$ cat src/rtl/regs_scoreboard.sv
// Register file with two write ports, NUM_RD combinational read ports with
// write-through bypass, and a per-register busy scoreboard with a registered
// population count of the pending registers.
module regs_scoreboard #(
    parameter int unsigned DATA_W = 32,
    parameter int unsigned ADDR_W = 5,
    parameter int unsigned NUM_RD = 3
) (
    input  logic                       clk,
    input  logic                       rst,
    input  logic                       wen0,
    input  logic [ADDR_W-1:0]          waddr0,
    input  logic [DATA_W-1:0]          wdata0,
    input  logic                       wen1,
    input  logic [ADDR_W-1:0]          waddr1,
    input  logic [DATA_W-1:0]          wdata1,
    input  logic [NUM_RD*ADDR_W-1:0]   raddr,
    output logic [NUM_RD*DATA_W-1:0]   rdata,
    output logic [NUM_RD-1:0]          rbusy,
    input  logic                       issue_en,
    input  logic [ADDR_W-1:0]          issue_addr,
    output logic [ADDR_W:0]            busy_cnt
);

    localparam int unsigned Depth = 2 ** ADDR_W;

    logic [DATA_W-1:0] regs_q [Depth];
    logic [DATA_W-1:0] regs_d [Depth];
    logic [Depth-1:0]  busy_q, busy_d;
    logic [ADDR_W:0]   cnt_q, cnt_d;

    // Effective enables: r0 is hardwired and nothing is accepted during reset.
    logic we0, we1, iss;
    assign we0 = wen0 & ~rst & (waddr0 != '0);
    assign we1 = wen1 & ~rst & (waddr1 != '0);
    assign iss = issue_en & ~rst & (issue_addr != '0);

    // Next register contents; port 1 is applied last so it wins a collision.
    always_comb begin
        regs_d = regs_q;
        if (we0) regs_d[waddr0] = wdata0;
        if (we1) regs_d[waddr1] = wdata1;
    end

    // Next busy bits; the issue set is applied after the write clears.
    always_comb begin
        busy_d = busy_q;
        if (we0) busy_d[waddr0] = 1'b0;
        if (we1) busy_d[waddr1] = 1'b0;
        if (iss) busy_d[issue_addr] = 1'b1;
        busy_d[0] = 1'b0;
    end

    // Population count of the current busy bits, registered on the next edge.
    always_comb begin
        cnt_d = '0;
        for (int unsigned i = 0; i < Depth; i++) begin
            cnt_d = cnt_d + (ADDR_W + 1)'(busy_q[i]);
        end
    end

    // State registers with asynchronous clear.
    always_ff @(posedge clk or posedge rst) begin
        if (rst) begin
            regs_q <= '{default: '0};
            busy_q <= '0;
            cnt_q  <= '0;
        end else begin
            regs_q <= regs_d;
            busy_q <= busy_d;
            cnt_q  <= cnt_d;
        end
    end

    assign busy_cnt = cnt_q;

    // Combinational reads with bypass; a same-cycle write also hides busy.
    always_comb begin
        rdata = '0;
        rbusy = '0;
        for (int unsigned k = 0; k < NUM_RD; k++) begin
            if (raddr[k*ADDR_W +: ADDR_W] != '0) begin
                rdata[k*DATA_W +: DATA_W] = regs_q[raddr[k*ADDR_W +: ADDR_W]];
                rbusy[k] = busy_q[raddr[k*ADDR_W +: ADDR_W]];
                if (we0 && (waddr0 == raddr[k*ADDR_W +: ADDR_W])) begin
                    rdata[k*DATA_W +: DATA_W] = wdata0;
                    rbusy[k] = 1'b0;
                end
                if (we1 && (waddr1 == raddr[k*ADDR_W +: ADDR_W])) begin
                    rdata[k*DATA_W +: DATA_W] = wdata1;
                    rbusy[k] = 1'b0;
                end
            end
        end
    end

endmodule

$ cat config.mk
export PLATFORM = sky130hd
export DESIGN_NAME = regs_scoreboard
export DESIGN_NICKNAME = d
export VERILOG_FILES = /design/src/rtl/regs_scoreboard.sv
export SDC_FILE = /design/constraint.sdc
export NUM_CORES = 2
export LEC_CHECK = 0
export ABC_CLOCK_PERIOD_IN_PS = 55100
export BUFFER_PORTS_ARGS = -buffer_cell sky130_fd_sc_hd__buf_2
export CORE_MARGIN = 1.5
export CORE_UTILIZATION = 34
export DETAILED_ROUTE_END_ITERATION = 12
export PLACE_DENSITY = 0.45
export SLEW_MARGIN = 10
export SYNTH_ARGS = -nofsm -noshare
export SYNTH_HDL_FRONTEND = slang
export SYNTH_SLANG_ARGS = --single-unit
$ cat constraint.sdc
create_clock -name clk -period 55.1 [get_ports clk]
set_input_delay 11.02 -clock clk [delete_from_list [all_inputs] [get_ports clk]]
set_output_delay 11.02 -clock clk [all_outputs]
set_load 0.01 [all_outputs]
# Word-level counts from Yosys, hierarchy flattened
# Index checks and enable logic that the tools add are counted.
# word_totals
ff_bits	1061
out_inout_bits	105
# classes
eq_ne	6
addsub	30
n_bitwise	17
n_reduce_logical	17
mux	50
n_lt_le_gt_ge	16
# ops
op	n
1024-bit bitwise mux	2
1024-bit two-way mux	2
32-bit two-way mux	20
32-bit binary-select mux with 5-bit select	3
32-bit demux with 5-bit select	2
6-bit by 1-bit adder with 6-bit output	25
32-bit AND	2
32-bit inverter	2
5-bit by 6-bit < comparator with 1-bit output (second input constant)	6
32-bit bitwise OR	1
5-bit == test	6
6-bit greater-or-equal comparator (second input constant)	5
5-bit inverter with 6-bit output	5
5-bit nonzero test	6
1-bit binary-select mux with 5-bit select	3
1-bit demux with 5-bit select	3
5-bit by 1-bit greater-or-equal comparator with 1-bit output (second input constant)	3
1-bit two-way mux	15
6-bit by 1-bit < comparator with 1-bit output (second input constant)	2
1-bit logical AND	11
5-bit by 1-bit adder with 6-bit output	1
1-bit AND	6
4-bit by 1-bit adder with 5-bit output	1
3-bit by 1-bit adder with 4-bit output	1
other kinds (3)	3

# Logic depth before layout (Yosys ltp)
# depth
ltp_word	30
mapped_depth	16

# Worst setup path after synthesis
# Ideal clock, no wire load.
# synth_path
path_type	input -> register
startpoint	in rst
endpoint	reg busy_q[12]
required_ns	55.033
slack_ns	19.583
setup_ns	0.067
t_arrival_ns	35.450
cell_stages	4
path_cell_list	inv_1 > nand2_1 > nor4_1 > a22o_1
# synth_between
elab_chain_len	8
elab_cells_between_ends	12
classes_between	3 x mux; 9 x bitwise
# synth_lines
item	line	text
start: declaration	10	input logic rst,
1-bit inverter (*)	34, 35, 36	
1-bit AND (2 in a row)	34	assign we0 = wen0 & ~rst & (waddr0 != '0);
32-bit two-way mux	48	if (we0) busy_d[waddr0] = 1'b0;
32-bit AND (no source line)	--	
32-bit two-way mux	49	if (we1) busy_d[waddr1] = 1'b0;
32-bit bitwise OR (no source line)	--	
32-bit two-way mux (*)	50	if (iss) busy_d[issue_addr] = 1'b1;
named net busy_d[12]	29	logic [Depth-1:0] busy_q, busy_d;
end signal: assignment	70	busy_q <= busy_d;
end: declaration	29	
# Mark *: on every way through the listed nets, which the timed path passes. The rest lies on a longest branch.

# Worst setup path in the final report
# layout_path
startpoint	in raddr[6]
endpoint	out rdata[49]
# layout_between
elab_chain_len	7
elab_cells_between_ends	12
classes_between	2 x eq/ne; 6 x mux; 1 x bitwise; 3 x reduce/logical
# layout_lines
item	line	text
start: declaration	17	input logic [NUM_RD*ADDR_W-1:0] raddr,
5-bit inverter with 6-bit output (not written as such)	83	rdata[k*DATA_W +: DATA_W] = regs_q[raddr[k*ADDR_W +: ADDR_W]];
32-bit binary-select mux with 5-bit select	83	
32-bit two-way mux (not written as such) (2 in a row)	83	
32-bit two-way mux	85	if (we0 && (waddr0 == raddr[k*ADDR_W +: ADDR_W])) begin
32-bit two-way mux	89	if (we1 && (waddr1 == raddr[k*ADDR_W +: ADDR_W])) begin
32-bit two-way mux (*)	82	if (raddr[k*ADDR_W +: ADDR_W] != '0) begin
end: declaration	18	output logic [NUM_RD*DATA_W-1:0] rdata,
# Every way passes the cells marked *; elsewhere a longest branch is shown, timed or not. The select of a mux whose other input is x is not followed.

==> run_results.csv <==
group,metric,value,unit
setup_path,required,44080,ps
synthesis,async_flop_share,100.0,%
timing,timing.final.crit_period,27120,ps
clock_tree,post_cts_buffers,0,
timing,fin_ws,27980,ps
setup_path,crit_arrival,16100,ps
global_routing,grt_pass1_wl,522.4,mm
clock_tree,post_cts_resized,0,
floorplan,rows,174,
global_routing,first_global_vias,61292,
final_layout,regArea,0.02655,mm²
min_path,hold_path_class,"flop to flop",
timing,drv_slew,0,
drt,wl_per_cell,38.07,µm
job,maxCapViolCount,0,
final_layout,fillers,22096,
synthesis,syn_avg_cell_area,10.52,µm²
synthesis,synth_ff_type,"dfrtp_1",
setup_path,startpoint_type,"input pin",
synthesis,yosys_register_bits,1061,
timing,max_slew_margin,6.686,%
clock_tree,clock_path_buffers,3,
synthesis,synth_warnings,0,
synthesis,netlist-cell-type-count,61,
placed_design,hpwl,225.9,mm
floorplan,num_io_pins,204,
synthesis,synth_area,0.07711,mm²
timing,tightest_slew,1400,ps
final_layout,syn2layout_area_growth,9.150,%
placed_design,gp_congestion,0.9143,
floorplan,start_util,34.25,%
timing,grt_setup_unrepaired,"false",
timing,setup_violations,0,
pwr,p_leak,0.03513,µW
clock_tree,cts_htree_levels,4,
final_layout,final_core_util,37.39,%
clock_tree,clock_sinks,1061,
setup_path,crit_type,"input pin to output port",
clock_tree,clk_pin_slew,50,ps
synthesis,netlist_top_cells_area,"dfrtp_1, mux4_2, mux2i_1, a21oi_1, nor2_1",
timing,clock_skew,4.445,ps
pwr,vdd_drop_max,0.03996,mV
placed_design,dp_slack,28010,ps
floorplan,die_w,479.2,µm
clock_tree,cts_buffers,135,
pwr,power_density,36.90,mW/mm²
outcome,status,"finished clean",
setup_path,worstSetupEndpointType,"output port",
clock_tree,cts_tree,"built",
drt,vias_per_cell,6.441,
drt,routed_wl,380.6,mm
synthesis,syn_nets,7458,
clock_tree,worstSkewPairLatency,810,ps
floorplan,die_area,0.2297,mm²
placed_design,port_buffers,203,
final_layout,multi_input_area,0.04649,mm²
clock_tree,cts-hold-fix-buffers,0,
global_routing,grt_max_degree,148,
drt,drt_pre_antenna_iters,5,
setup_path,critPathMaxFanout,48,
timing,tns,0,ps
drt,post-route-drc-count,0,
synthesis,ys_seq_area_share,34.43,%
synthesis,syn_inst,7329,
drt,postRouteAntennaNets,0,
timing,fmax,0.03688,GHz
synthesis,synth_area_leader_cell,"dfrtp_1",
final_layout,final_layout_size_suffix_gt1_share,21.05,%
final_layout,final_nets,7011,
timing,final-hold-violation-count,0,
clock_tree,root_buffer,"clkbuf_16",
synthesis,yosysTopAreaCellShare,34.43,%
floorplan,die_h,479.2,µm
drt,first_iter_violations,8284,
drt,routed-via-count,64389,
global_routing,grt_usage,32.39,%
synthesis,synth-edff-count,0,
global_routing,antenna_found_initial,26,
timing,fin_crit_sh,49.22,%
floorplan,core,0.2251,mm²
global_routing,grt-ovfl-total,0,
-- layout make-up --
class                           count  share of cell area (%)
Sequential cell                  1061                   31.55
Clock inverter                     30                  0.4058
Timing Repair Buffer              395                   3.104
Clock buffer                      209                   4.998
Multi-Input combinational cell   5246                   55.24
Antenna cell                       20                 0.05946
Inverter                           43                  0.2007
Tap cell                         2992                   4.448
-- worst max-delay path: stages --
cell	delay, ps
buf_8	270
buf_4	600
buf_4	650
buf_4	670
buf_4	800
mux4_2	350
a22o_1	140
a211oi_1	50
nor4_1	430
a21oi_1	150
a21oi_1	530
buf_2	240
-- placed cells by master (no fill, tap or decap), types with 42 or more instances in the layout --
master | netlist | routed
buf_4 | 59 | 189
o221ai_1 | 61 | 61
nand3_1 | 73 | 72
mux2_2 | 68 | 68
nor2_1 | 865 | 855
a22o_1 | 63 | 63
buf_2 | 203 | 191
o21ai_1 | 150 | 150
inv_1 | 43 | 42
o21ai_0 | 126 | 126
nand2_1 | 249 | 211
mux4_2 | 699 | 699
dfrtp_1 | 1061 | 1061
clkbuf_16 | 0 | 143
a21oi_1 | 1023 | 1023
nor2b_1 | 136 | 133
nor4_1 | 67 | 61
mux2i_1 | 1222 | 1222
a211oi_1 | 188 | 188
-- worst paths after layout --
kind                                     endpoint  cells after the start              startpoint  slack, ps
setup / recovery                        rdata[49]                     12                raddr[6]      27980
hold / removal             regs_q[1008]$_DFF_PP0_                      0  regs_q[1008]$_DFF_PP0_        410
setup reg to reg            busy_cnt[4]$_DFF_PP0_                     13    busy_q[26]$_DFF_PP0_      50230
hold reg to reg            regs_q[1008]$_DFF_PP0_                      0  regs_q[1008]$_DFF_PP0_        410
max in group asynchronous  regs_q[1001]$_DFF_PP0_                      8                     rst      39580
min in group asynchronous   busy_cnt[5]$_DFF_PP0_                      2                     rst      10310
-- flip-flops by register name, summed over array words and instances, names as in the netlist --
name and cells:
busy_q 31, busy_cnt 6, regs_q 1024
-- per-layer routing --
layer | track usage, % | wire length [µm]
met1 | 41.07 | 148700
met2 | 50.57 | 173200
met3 | 6.877 | 31900
met4 | 19.91 | 26640
met5 | 0 | 72
-- synthesized netlist by cell type, types with 8 or more instances --
master    instances
mux2i_1        1222
dfrtp_1        1061
a21oi_1        1023
nor2_1          865
mux4_2          699
clkbuf_1        612
nand2_1         249
buf_2           203
a211oi_1        188
o21ai_1         150
nor2b_1         136
o21ai_0         126
nand3_1          73
mux2_2           68
nor4_1           67
buf_1            64
a22o_1           63
o221ai_1         61
buf_4            59
inv_1            43
a221oi_1         32
o211ai_1         32
a22oi_1          31
buf_6            28
fa_1             23
xnor2_1          20
xor2_1           13
a32o_1           12
nand2b_1         11
clkbuf_2         10
nor2_4            8
nor3_1            8
-- kinds of logic (layout without fill, tap and decap cells) --
family / after synthesis / in the layout / share of synthesized area [%]
flops: 1061 / 1061 / 34.43
mux: 1994 / 1994 / 37.35
simple gates: 1460 / 1460 / 8.263
compound gates: 1729 / 1729 / 12.94
other cells: 0 / 20 / 0
buf+inv: 1022 / 677 / 5.931
fa+ha+maj: 30 / 30 / 0.7107
xor+xnor: 33 / 33 / 0.3748
-- power breakdown --
group,internal [µW],switching (µW),total [µW]
Sequential,976,207,1180
Clock,548,388,936
Combinational,512,475,987
-- metrics by stage --
| stage | hold WS (ps) | std cells | power [µW] | area [µm²] |
|---|---|---|---|---|
| 6_report | 410.5 | 9996 | 3106 | 84160 |
| 5_1_grt | 428.9 | 9985 | 3246 | 84140 |
| 4_1_cts | 415.8 | 9976 | 3101 | 84110 |
| 3_5_place_dp | 401.6 | 9737 | 2162 | 79570 |
| 3_3_place_gp | 393.1 | 9737 | 2136 | 79560 |
| 2_1_floorplan | 458.0 | 7329 | 1870 | 77110 |
(Power assumes the default switching activity.)
